`src/rtl/osc_bank.sv`:
```
// osc_bank: multi-voice tone generator.
// Each voice has a divider counter that advances an OUT_W-bit phase counter;
// the phase is decoded to square, saw or triangle and registered per voice.
// A registered adder mixes the samples of all enabled voices.
module osc_bank #(
    parameter int NUM_VOICES = 4,
    parameter int DIV_W      = 16,
    parameter int OUT_W      = 8,
    localparam int MIX_W     = (NUM_VOICES > 1) ? OUT_W + $clog2(NUM_VOICES) : OUT_W
) (
    input  logic                        clk,
    input  logic                        nrst,
    input  logic [NUM_VOICES-1:0]       voice_en,
    input  logic [NUM_VOICES*DIV_W-1:0] divider,
    input  logic [NUM_VOICES*2-1:0]     mode,
    output logic [NUM_VOICES*OUT_W-1:0] wave_out,
    output logic [NUM_VOICES-1:0]       cycle_o,
    output logic [MIX_W-1:0]            mix_out
);

    localparam logic [1:0] MODE_SQUARE = 2'd0;
    localparam logic [1:0] MODE_SAW    = 2'd1;
    localparam logic [1:0] MODE_TRI    = 2'd2;

    for (genvar v = 0; v < NUM_VOICES; v++) begin : g_voice
        logic [DIV_W-1:0] count;
        logic [DIV_W-1:0] act_div;
        logic [OUT_W-1:0] phase;
        logic [OUT_W-1:0] tri_ramp;
        logic [OUT_W-1:0] wave_d;
        logic [OUT_W-1:0] wave_q;
        logic             cyc_q;
        logic [DIV_W-1:0] div_in;
        logic [1:0]       mode_v;
        logic             wrap;

        assign div_in = divider[v*DIV_W +: DIV_W];
        assign mode_v = mode[v*2 +: 2];
        // act_div only reloads at a wrap (or while disabled/frozen), so a
        // divider change never cuts the running count short.
        assign wrap   = voice_en[v] && (act_div != '0) && (count >= act_div);

        // Divider and phase counters for this voice
        always_ff @(posedge clk or negedge nrst) begin
            if (!nrst) begin
                count   <= DIV_W'(1);
                phase   <= '0;
                act_div <= '0;
            end else if (!voice_en[v]) begin
                count   <= DIV_W'(1);
                phase   <= '0;
                act_div <= div_in;
            end else if (act_div == '0) begin
                act_div <= div_in;
            end else if (wrap) begin
                count   <= DIV_W'(1);
                phase   <= phase + OUT_W'(1);
                act_div <= div_in;
            end else begin
                count   <= count + DIV_W'(1);
            end
        end

        // Waveform decode of the current phase
        always_comb begin
            tri_ramp = {phase[OUT_W-2:0], 1'b0};
            case (mode_v)
                MODE_SQUARE: wave_d = phase[OUT_W-1] ? '0 : '1;
                MODE_SAW:    wave_d = phase;
                MODE_TRI:    wave_d = phase[OUT_W-1] ? ~tri_ramp : tri_ramp;
                default:     wave_d = '0;
            endcase
            if (!voice_en[v]) begin
                wave_d = '0;
            end
        end

        // Registered sample and phase-wrap pulse
        always_ff @(posedge clk or negedge nrst) begin
            if (!nrst) begin
                wave_q <= '0;
                cyc_q  <= 1'b0;
            end else begin
                wave_q <= wave_d;
                cyc_q  <= wrap && (phase == '1);
            end
        end

        assign wave_out[v*OUT_W +: OUT_W] = wave_q;
        assign cycle_o[v]                 = cyc_q;
    end

    logic [MIX_W-1:0] mix_sum;

    // Sum of the registered samples of enabled voices
    always_comb begin
        mix_sum = '0;
        for (int unsigned v = 0; v < NUM_VOICES; v++) begin
            if (voice_en[v]) begin
                mix_sum = mix_sum + MIX_W'(wave_out[v*OUT_W +: OUT_W]);
            end
        end
    end

    // Registered mix output
    always_ff @(posedge clk or negedge nrst) begin
        if (!nrst) begin
            mix_out <= '0;
        end else begin
            mix_out <= mix_sum;
        end
    end

endmodule

```
`config.mk`:
```
export PLATFORM = sky130hd
export DESIGN_NAME = osc_bank
export DESIGN_NICKNAME = d
export VERILOG_FILES = /design/src/rtl/osc_bank.sv
export SDC_FILE = /design/constraint.sdc
export NUM_CORES = 1
export LEC_CHECK = 0
export CAP_MARGIN = 40
export CORE_UTILIZATION = 63
export DETAILED_ROUTE_END_ITERATION = 10
export PLACE_DENSITY = 0.9
export SYNTH_ARGS = -nofsm -noshare
export SYNTH_HDL_FRONTEND = slang
export SYNTH_SLANG_ARGS = --single-unit
```
`constraint.sdc`:
```
create_clock -name clk -period 7.17 [get_ports clk]
set_input_delay 0.717 -clock clk [delete_from_list [all_inputs] [get_ports clk]]
set_output_delay 0.717 -clock clk [all_outputs]
set_load 0.02 [all_outputs]
```
* After elaboration in Yosys (flattened, before gate mapping)
Index checks and enable logic that the tools add are counted.
** Word-level totals
- Input bits :: 78
- Output and inout port bits :: 46
- Word-level logic and storage cells :: 148
- Flip-flop bits (word level) :: 206
** Cells by class
- Bitwise logic cells :: 4
- Magnitude comparators :: 4
- Reduce and logical (&&, ||, !) cells :: 28
- Muxes and demuxes :: 56
- Add/sub/neg operators :: 11
- Eq/ne operators :: 24
** Operators by type and width (count)
- $mux W16 :: 24
- $mux W8 :: 25
- $pmux W8 S3 :: 4
- $add A16 B1 Y16 const B :: 4
- $ge A16 B16 Y1 :: 4
- $logic_not A16 Y1 :: 4
- $reduce_bool A16 Y1 :: 4
- $add A8 B1 Y8 const B :: 4
- $eq A8 B8 Y1 const B :: 4
- $not A8 Y8 :: 4
- $add A10 B8 Y10 :: 3
- $mux W10 :: 3
- $logic_and A1 B1 Y1 :: 12
- $ne A3 B1 Y1 const B :: 4
- $eq A2 B1 Y1 const B :: 4
- $eq A2 B2 Y1 const B :: 4
- $logic_not A2 Y1 :: 4
- $ne A2 B1 Y1 const B :: 4
- $ne A2 B2 Y1 const B :: 4
- $reduce_and A2 Y1 :: 4

* Longest topological paths before layout
- Depth after elaboration :: 7
- Mapped depth :: 24
- Depth with buffers taken out :: 23

* Least setup slack after synthesis
Ideal clock, no wire load.
- Kind :: input-to-reg
- Start :: in voice_en[0]
- End :: reg mix_out[9]
- Arrival :: 4.970 ns
- Stages on the path :: 22
- Setup slack :: 2.076 ns
- Library setup time :: 0.124 ns
- Required time :: 7.046 ns
- Path through :: buf_2 clkbuf_1 nand2_1 inv_1 ha_1 a211o_1 nand2_1 nand3_1 xnor2_1 ha_1 o21a_1 o31a_1 o21a_1 or3_1 and3_1 a21o_1 ha_1 or4_1 and3_1 o21ai_1 mux2i_1 a211o_1
** On the way
- Longest elaborated chain between the ends :: 7
** Ends and longest elaborated chain
- start: declaration :: line 13 : input logic [NUM_VOICES-1:0] voice_en,
- $mux W8 (*) :: line 99 : if (voice_en[v]) begin
- $add A10 B8 Y10 :: line 100 : mix_sum = mix_sum + MIX_W'(wave_out[v*OUT_W +: OUT_W]);
- $mux W10 (*) :: line 99
- $add A10 B8 Y10 :: line 100
- $mux W10 (*) :: line 99
- $add A10 B8 Y10 :: line 100
- $mux W10 (*) :: line 99
- via mix_sum[9] :: line 93 : logic [MIX_W-1:0] mix_sum;
- end signal: assignment :: line 110 : mix_out <= mix_sum;
- end: declaration :: line 18 : output logic [MIX_W-1:0] mix_out
Mark *: on every way through the listed nets, which the timed path passes. The rest lies on a longest branch.
A chain may end at the register's enable or synchronous reset.

* Final worst setup path
Same ends and word-level chain as after synthesis.

==> metrics.txt <==
maxcap violations 0; #FFs+latches synth 206; synth cell count leaders dfrtp_1 (202), nand2_1 (120), nor2_1 (115); syn_area_per_cell roughly 9.2 sq um; Syn Nets 1568; Vias/cell 6.094; Final Hold Viols 0; pin count of the biggest net entering global routing 73; ant diodes 0; Core ar. 19650 sq um; Worst Path Required 7.57 ns; fin. max-slew vios 0; row cnt 51; total setup buffers inserted after CTS 0; outcome completed; highest routed layer met4; final number of setup-violating endpoints 0; total power 2.850 mW; post_cts resized 0; Fmax roughly 0.18 GHz; Clk Latency, worst-skew pair ~0.51 ns; die area 20770 sq um; EDFF count, synth 0; Worst Path Arrival just over 6 ns; CP Launch Type input port; Ports 124; first-pass GRT wire length 50.31 mm; Total Negative Setup Slacks 0 ns; crit path time final 5.632 ns; top-count cell post-synth dfrtp_1; HPWL Detailed between 20 and 25 mm; top-area cell type share of the netlist area 0.3973; type of the most critical hold path in2async; Mapped Cells 1388; vias in the first global route 10670; depth of the most critical reg-to-reg path 22; area grow syn2layout 17.13%; Synth Flop Type dfrtp_1; Rel. slew slack 0.3435; Metal-1 WL 12.44 mm; # port buffers 123; Worst setup EP type flip-flop; Antenna Nets Post-Route 0; dominant cell type by area after synthesis dfrtp_1; gpl congestion 0.9055; final worst-path cycle share 0.7855; met3 wire length 1.898 mm; # hold bufs at CTS 0; 1st-iter DRT viols between 700 and 800; synth unique cells 67; WL final 30.46 mm; pwr dens ~190 nW/um^2; Lkg Pwr 6.991 nW; Worst Path Max Fanout 11; die width 144.1 um; Slew @ Worst Pin between 0.9 and 1 ns; Synth Warn # 0; main area contributors after synthesis dfrtp_1 (40%), ha_1 (9.7%), o21ai_0 (3.8%); maximum root-to-sink buffer count 3; TritonCTS Buffers 23; CTS tree built; cell area after synthesis about 13000 sq um; via count 10820; Clock Pin Slew Worst Setup and Hold Paths approximately 0.060 ns; RSZ-0062 raised after global routing false; met2 wire len 15.22 mm; Max IR drop VDD 0.1546 mV; DR WL/cell 17.16 um; Die H approximately 140 um; post-synthesis async set-or-reset flop share 1.000; Starting Density 0.6474; Setup Crit Path Kind in2reg; final hold slack 0.1833 ns; DRC violation count after routing 0; fin nets 1674; DRT Pass-1 Iters 5; share of cells above drive strength 1 0.07285; clock root cell clkbuf_16; Seq/Total Area, Yosys 0.4055; H-tree levels 1; Setup Skew 0.01074 ns; GR Util All Layers 0.3014; clock sinks approximately 200; antenna violations before repair 0; total gr overflow 0
[worst max-delay path, cell delays in order]
cell,delay [ns]
clkdlybuf4s50_1,0.61
and2_1,0.27
ha_1,0.22
inv_1,0.08
fa_1,0.20
inv_1,0.05
a221oi_1,0.43
nor2_1,0.13
xnor2_1,0.15
a21oi_1,0.23
ha_1,0.31
o21a_1,0.12
o31a_1,0.12
o21a_1,0.19
or3_1,0.30
and3_1,0.18
a21o_1,0.17
ha_1,0.22
or4_1,0.49
and3_1,0.21
o21ai_1,0.21
mux2i_1,0.11
a211o_1,0.30
[routing by layer]
layer	vias to the layer above	global-route usage
li1	5130	-
met1	5212	0.3765
met2	392	0.5291
met3	82	0.04768
met4	0	0.1025
met5	-	0
[cell type report]
class | count | area [sq um]
Clock buffer | 33 | 663.1
Clock inverter | 8 | 68.82
Fill cell | 1334 | 4751
Inverter | 101 | 379.1
Multi-Input combinational cell | 1024 | 6893
Sequential cell | 206 | 5160
Tap cell | 265 | 331.6
Timing Repair Buffer | 138 | 1408
[state kept, by name, indices dropped and copies added, names as in the netlist]
name	cells
g_voice.phase	32
g_voice.cyc_q	4
g_voice.count	64
g_voice.wave_q	32
mix_out	10
g_voice.act_div	64
[cell usage in the layout, fill, tap and decap left out, drive strengths merged, types with 22 or more instances in the layout]
master,synthesis,layout
nor3,23,23
dfrtp,202,202
a21oi,90,90
clkdlybuf4s50,0,122
nand3,45,45
xnor2,37,37
nor2,115,115
inv,99,100
mux2i,30,30
nor4,23,23
ha,99,99
nand2,120,120
clkbuf,32,34
nor2b,22,22
o21ai,101,101
and3,30,30
mux2,39,39
[power breakdown]
group          internal [mW]  switching [mW]
Sequential              1.23          0.0551
Clock                  0.678           0.469
Combinational          0.195           0.227
[kinds of logic after synthesis]
| family | share of synthesized area |
|---|---|
| buf+inv | 0.05310 |
| flops | 0.4055 |
| xor+xnor | 0.03580 |
| compound gates | 0.1591 |
| mux | 0.05812 |
| simple gates | 0.1863 |
| fa+ha+maj | 0.1021 |
[final timing paths]
check                                     startpoint                      to  slack [ns]
max in group asynchronous                       nrst  g_voice[2].act_div[12]        5.69
worst max register to register  g_voice[0].wave_q[0]              mix_out[9]        2.04
worst max-delay path                     voice_en[0]              mix_out[9]        1.54
worst min register to register  g_voice[1].count[15]    g_voice[1].count[15]        0.48
worst min-delay path                            nrst     g_voice[2].count[1]        0.18
min in group clk                g_voice[1].count[15]    g_voice[1].count[15]        0.48
[per-stage QoR]
stage               setup slack (ns)  area [sq um]  utilization  cells
finish                         1.538         14900       0.7583   1775
global route                   1.373         14900       0.7583   1775
CTS                            1.620         14900       0.7583   1775
detailed placement             1.112         14170       0.7210   1734
global placement               1.338         14070       0.7157   1728
floorplan                      2.076         12720            -   1388
Note: power is estimated with default switching activity, not from simulation.
